### src/rtl/inference_batch_controller.sv
// Fetches each image as multi-lane beats, streams them out, then scores the network's class result.
// First beat MEM_LATENCY+1 cycles after start; reads are credit-limited so a stalled pixel_ready never drops data.
module inference_batch_controller #(
    parameter int NUM_IMAGES  = 10000,
    parameter int NUM_PIXELS  = 784,
    parameter int PIXEL_WIDTH = 9,
    parameter int LANES       = 1,
    parameter int NUM_CLASSES = 10,
    parameter int MEM_LATENCY = 1,
    localparam int BEATS = NUM_PIXELS / LANES,
    localparam int CW    = $clog2(NUM_CLASSES),
    localparam int AW    = $clog2(NUM_IMAGES * BEATS),
    localparam int IW    = $clog2(NUM_IMAGES + 1),
    localparam int DW    = LANES * PIXEL_WIDTH
) (
    input  logic          clock,
    input  logic          reset,
    input  logic          enable,
    input  logic          mode,
    input  logic          start,
    output logic          mem_read,
    output logic [AW-1:0] mem_addr,
    input  logic [DW-1:0] mem_data,
    input  logic [CW-1:0] label_data,
    output logic [DW-1:0] pixel_data,
    output logic          pixel_valid,
    input  logic          pixel_ready,
    output logic          pixel_last,
    input  logic          result_valid,
    input  logic [CW-1:0] result_class,
    output logic [IW-1:0] image_index,
    output logic [IW-1:0] correct_count,
    output logic          busy,
    output logic          output_ready,
    output logic          protocol_error
);
    localparam int DEPTH = MEM_LATENCY + 1;
    localparam int PTRW  = $clog2(DEPTH);
    localparam int CNTW  = $clog2(DEPTH + 1);
    localparam int BCW   = $clog2(BEATS + 1);

    typedef enum logic [1:0] {IDLE, STREAM, WAIT_RESULT, DONE} state_t;

    state_t                 state;
    logic                   mode_r;
    logic [BCW-1:0]         issued;
    logic [AW-1:0]          addr;
    logic [CW-1:0]          label_r;
    logic [MEM_LATENCY-1:0] rd_vld, rd_first, rd_last;
    logic [DW:0]            fifo_mem [DEPTH];
    logic [PTRW-1:0]        wr_ptr, rd_ptr;
    logic [CNTW-1:0]        fifo_cnt, inflight;
    logic                   push, pop, read, credit_ok;

    function automatic logic [PTRW-1:0] ptr_next(input logic [PTRW-1:0] p);
        return (p == PTRW'(DEPTH - 1)) ? '0 : p + PTRW'(1);
    endfunction

    // A beat popped this cycle frees its slot, so steady streaming has no bubbles.
    always_comb begin
        inflight = '0;
        for (int i = 0; i < MEM_LATENCY; i++) inflight = inflight + CNTW'(rd_vld[i]);
        pop       = pixel_valid && pixel_ready;
        push      = rd_vld[MEM_LATENCY-1];
        credit_ok = ({1'b0, inflight} + {1'b0, fifo_cnt}) < ((CNTW+1)'(DEPTH) + (CNTW+1)'(pop));
        read      = (state == STREAM) && enable && (issued < BCW'(BEATS)) && credit_ok;
    end

    assign mem_read     = read;
    assign mem_addr     = addr;
    assign pixel_valid  = (fifo_cnt != '0);
    assign pixel_data   = pixel_valid ? fifo_mem[rd_ptr][DW-1:0] : '0;
    assign pixel_last   = pixel_valid ? fifo_mem[rd_ptr][DW] : 1'b0;
    assign busy         = (state == STREAM) || (state == WAIT_RESULT);
    assign output_ready = (state == DONE);

    always_ff @(posedge clock) begin
        if (push) fifo_mem[wr_ptr] <= {rd_last[MEM_LATENCY-1], mem_data};
    end

    always_ff @(posedge clock or posedge reset) begin
        if (reset) begin
            state          <= IDLE;
            mode_r         <= 1'b0;
            issued         <= '0;
            addr           <= '0;
            label_r        <= '0;
            rd_vld         <= '0;
            rd_first       <= '0;
            rd_last        <= '0;
            wr_ptr         <= '0;
            rd_ptr         <= '0;
            fifo_cnt       <= '0;
            image_index    <= '0;
            correct_count  <= '0;
            protocol_error <= 1'b0;
        end else begin
            rd_vld[0]   <= read;
            rd_first[0] <= (issued == '0);
            rd_last[0]  <= (issued == BCW'(BEATS - 1));
            for (int i = 1; i < MEM_LATENCY; i++) begin
                rd_vld[i]   <= rd_vld[i-1];
                rd_first[i] <= rd_first[i-1];
                rd_last[i]  <= rd_last[i-1];
            end

            if (read) begin
                issued <= issued + BCW'(1);
                addr   <= addr + AW'(1);
            end
            if (push) begin
                wr_ptr <= ptr_next(wr_ptr);
                if (rd_first[MEM_LATENCY-1]) label_r <= label_data;
            end
            if (pop) rd_ptr <= ptr_next(rd_ptr);
            if (push && !pop)      fifo_cnt <= fifo_cnt + CNTW'(1);
            else if (!push && pop) fifo_cnt <= fifo_cnt - CNTW'(1);

            case (state)
                IDLE, DONE: begin
                    if (start) begin
                        state          <= STREAM;
                        mode_r         <= mode;
                        issued         <= '0;
                        addr           <= '0;
                        image_index    <= '0;
                        correct_count  <= '0;
                        protocol_error <= 1'b0;
                    end
                end
                STREAM: begin
                    if (pop && pixel_last) state <= WAIT_RESULT;
                end
                WAIT_RESULT: begin
                    if (result_valid) begin
                        if (result_class == label_r) correct_count <= correct_count + IW'(1);
                        // addr already points at the next image's first beat
                        if (mode_r && (int'(image_index) + 1 < NUM_IMAGES)) begin
                            image_index <= image_index + IW'(1);
                            issued      <= '0;
                            state       <= STREAM;
                        end else begin
                            state <= DONE;
                        end
                    end
                end
                default: state <= IDLE;
            endcase

            if (result_valid && (state != WAIT_RESULT)) protocol_error <= 1'b1;
        end
    end
endmodule
### config.mk
export PLATFORM = sky130hd
export DESIGN_NAME = inference_batch_controller
export DESIGN_NICKNAME = d
export VERILOG_FILES = /design/src/rtl/inference_batch_controller.sv
export SDC_FILE = /design/constraint.sdc
export NUM_CORES = 1
export LEC_CHECK = 0
export ABC_AREA = 1
export CAP_MARGIN = 25
export CELL_PAD_IN_SITES_DETAIL_PLACEMENT = 0
export CELL_PAD_IN_SITES_GLOBAL_PLACEMENT = 1
export CORE_ASPECT_RATIO = 0.5
export CORE_MARGIN = 2
export CORE_UTILIZATION = 35
export DETAILED_ROUTE_END_ITERATION = 8
export GPL_ROUTABILITY_DRIVEN = 0
export PLACE_DENSITY_LB_ADDON = 0.1
export SLEW_MARGIN = 10
export SYNTH_ARGS = -nofsm -noshare
export SYNTH_HDL_FRONTEND = slang
export SYNTH_SLANG_ARGS = --single-unit
### constraint.sdc
create_clock -name clock -period 3 [get_ports clock]
set_input_delay 0.6 -clock clock [delete_from_list [all_inputs] [get_ports clock]]
set_output_delay 0.6 -clock clock [all_outputs]
set_load 0.02 [all_outputs]
==> flow_summary.yaml, run 1 <==
detailed_routing:
  wire_per_inst_um: 14.4
  first_pass_iters: 4
  vias: 4638
  drt-total-wl_um: 13700
  viasPerCell: 4.87
  ant_nets: 0
  drc: 0
  drt_iter0_markers: 278
worst_setup_path:
  startpoint_type: "input pin"
  slowest_delay_ps: 630
  slowest_stage: "clkdlybuf4s50_1"
  path_cells: "clkdlybuf4s50_1, nand2_1, o21ai_1, nand3_1, nor2_2, clkdlybuf4s50_1"
  cp.required_ps: 2400
  end_kind: "output pin"
  cp_max_fo: 3
  critPathKind: "in2out"
  cpMostUsedCell: "clkdlybuf4s50_1"
  crit_arrival_ps: 2230
hold_path:
  hp-class: "reg2reg"
global_route:
  gr-usage-all-layers_pct: 18.0
  overflow: 0
  grt_first_pass_wirelength_um: 23000
  first_global_vias: 4384
  antenna_found_initial: 0
  grt_max_degree: 49
power_and_ir_drop:
  static-leakage-power_nw: 2.80
  power_density_nw_per_um2: 763
  vdd_drop_max_mv: 0.318
  totalPowerFinal_w: 0.00517
timing:
  finClkSkew_ps: 9.59
  min_period_ps: 2830
  fmax_mhz: 354
  worst_pin_slew_ps: 902
  final.setup.tns_ps: 0
  fin_ws_ps: 171
  slew_headroom_pct: 39.6
  fin_crit_sh_pct: 94.3
  rsz0062_at_grt: "no"
  setup_viol_count_final: 0
  drv_slew: 0
  hold_viol_final: 0
place:
  place_hpwl_um: 9880
  portBuffers: 89
  dpl_worst_slack_ps: 152
floorplanning:
  chipWidth_um: 178
  dieArea_um2: 16300
  ioPinCount: 90
  die_y_um: 91.2
  coreArea_um2: 14700
  initial_utilization_pct: 36.3
  rows: 31
synthesis:
  syn_area_um2: 5320
  synth_edf_count: 20
  yosys_warnings: 0
  synth_top_cell_area_share_pct: 35.8
  synthTopCellsByArea: "dfrtp_1 36%, nand2_1 11%, edfxtp_1 11%"
  yosysTopAreaCell: "dfrtp_1"
  synth_flop_cell: "dfrtp_1"
  yosysSeqAreaShare_pct: 47.0
  synth.distinct_cells: 39
  synthCells: 654
  yosys_register_bits: 96
  syn_area_per_cell_um2: 8.13
  synth_nets: 690
  async_flop_share_pct: 79.2
finish:
  final_common_cell: "nand2_1"
  synthToLayoutAreaGrowth_pct: 27.3
  drive_gt1_share_pct: 6.63
  multi_input_area_um2: 2490
  final_cell_mix: "162 x nand2_1, 89 x clkdlybuf4s50_1, 82 x nor2_1"
  n_antenna_cell: 0
  seq_area_um2: 2500
  fillers: 1474
  fin_nets: 785
cts:
  htree_levels: 3
  cts_root_buffer: "clkbuf_16"
  cts_buffers: 9
  cts_tree: "yes"
  cts.sinks: 96
  cts_buffer_depth: 2
  clock_latency_ps: 340
  clk_pin_slew_ps: 70
  ctsResizeCount: 0
  postCtsHoldBufs: 0
  post-cts-setup-buffers: 0
run:
  drv_cap: 0
outcome:
  status: "finished, final reports clean"
[synth_stat cells, drive strengths merged, types with 2 or more instances]
cell      n
nand2   169
nor2     88
dfrtp    76
inv      59
nand3    45
a21oi    39
xor2     27
o21ai    22
nor3     21
edfxtp   20
nand4    18
buf      12
ha       12
xnor2     8
a221oi    7
nor4      6
a211oi    5
clkbuf    4
mux2      3
o21bai    3
clkinv    2
nor3b     2
[routing by layer]
layer  GRT usage, %  up-vias  routed length (µm)
li1               -     2365                   -
met1           26.8     2186                7130
met2           26.6       78                6020
met3           3.31        9                 462
met4           4.74        0                  94
met5              0        -                   0
[flip-flops by register name (all words and copies together) (netlist names), 2 cells and up]
signal / count
correct_count: 14
fifo_cnt: 2
fifo_mem: 20
image_index: 14
issued: 10
label_r: 4
mem_addr: 23
state: 2
[cells by family (layout without fill, tap and decap cells)]
| kind of cell | count (synthesis) | count (layout) | synth area share (%) |
|---|---|---|---|
| and+or+nand+nor | 351 | 351 | 28.8 |
| DFF | 96 | 96 | 47.0 |
| AOI/OAI and AO/OA | 79 | 79 | 8.52 |
| buffers and inverters | 77 | 177 | 6.19 |
| xor gates and xnor gates | 35 | 35 | 5.76 |
| adders and majority gates | 12 | 12 | 2.82 |
| muxes | 4 | 4 | 0.823 |
[cell type report]
class / instances / share of cell area, %
clock buffers: 10 / 3.70
clock inverters: 6 / 0.943
inverters: 61 / 3.40
multi-input cells: 481 / 36.8
flip-flops and latches: 96 / 37.0
well taps: 198 / 3.66
repair buffers: 100 / 14.6
[critical path: cells and delay by family]
family,cells,cell delay [ps]
buf+inv,2,1120
simple gates,3,380
compound gates,1,130
[power breakdown]
| group | total (W) | internal [W] | leakage, nW | switching (W) |
|---|---|---|---|---|
| Sequential | 0.00185 | 0.00159 | 1.20 | 0.000260 |
| Clock | 0.00122 | 0.000698 | 0.152 | 0.000521 |
| Combinational | 0.00210 | 0.000838 | 1.45 | 0.00126 |
[through the flow]
stage,hold slack [ps],instances,area (µm²),utilization (%)
final,446,952,6770,46.2
after detailed placement,432,936,6460,44.0
after global placement,423,936,6460,44.0
after global routing,466,952,6770,46.2
after floorplan,420,654,5320,-
after CTS,448,952,6770,46.2
[path summary, 6_finish.rpt]
path,from,end,slack (ps),cells after the start
worst max-delay path,pixel_ready,mem_read,170,6
worst min-delay path,rd_last,fifo_mem[0][9],450,0
worst max register to register,push,mem_addr[10],530,11
worst min register to register,rd_last,fifo_mem[0][9],450,0
max in group asynchronous,reset,issued[1],1730,3
min in group asynchronous,reset,image_index[13],640,2
Power figures use the tool's default switching activity.
==> inputs of run 2 (changes only) <==
--- a/config.mk
+++ b/config.mk
@@ -12,6 +12,7 @@
 export CORE_ASPECT_RATIO = 0.5
 export CORE_MARGIN = 2
 export CORE_UTILIZATION = 35
+export CTS_CLUSTER_DIAMETER = 80
 export DETAILED_ROUTE_END_ITERATION = 8
 export GPL_ROUTABILITY_DRIVEN = 0
 export PLACE_DENSITY_LB_ADDON = 0.1
==> results of run 2 <==
Final layout, timing and power as in run 1 (identical DEF).
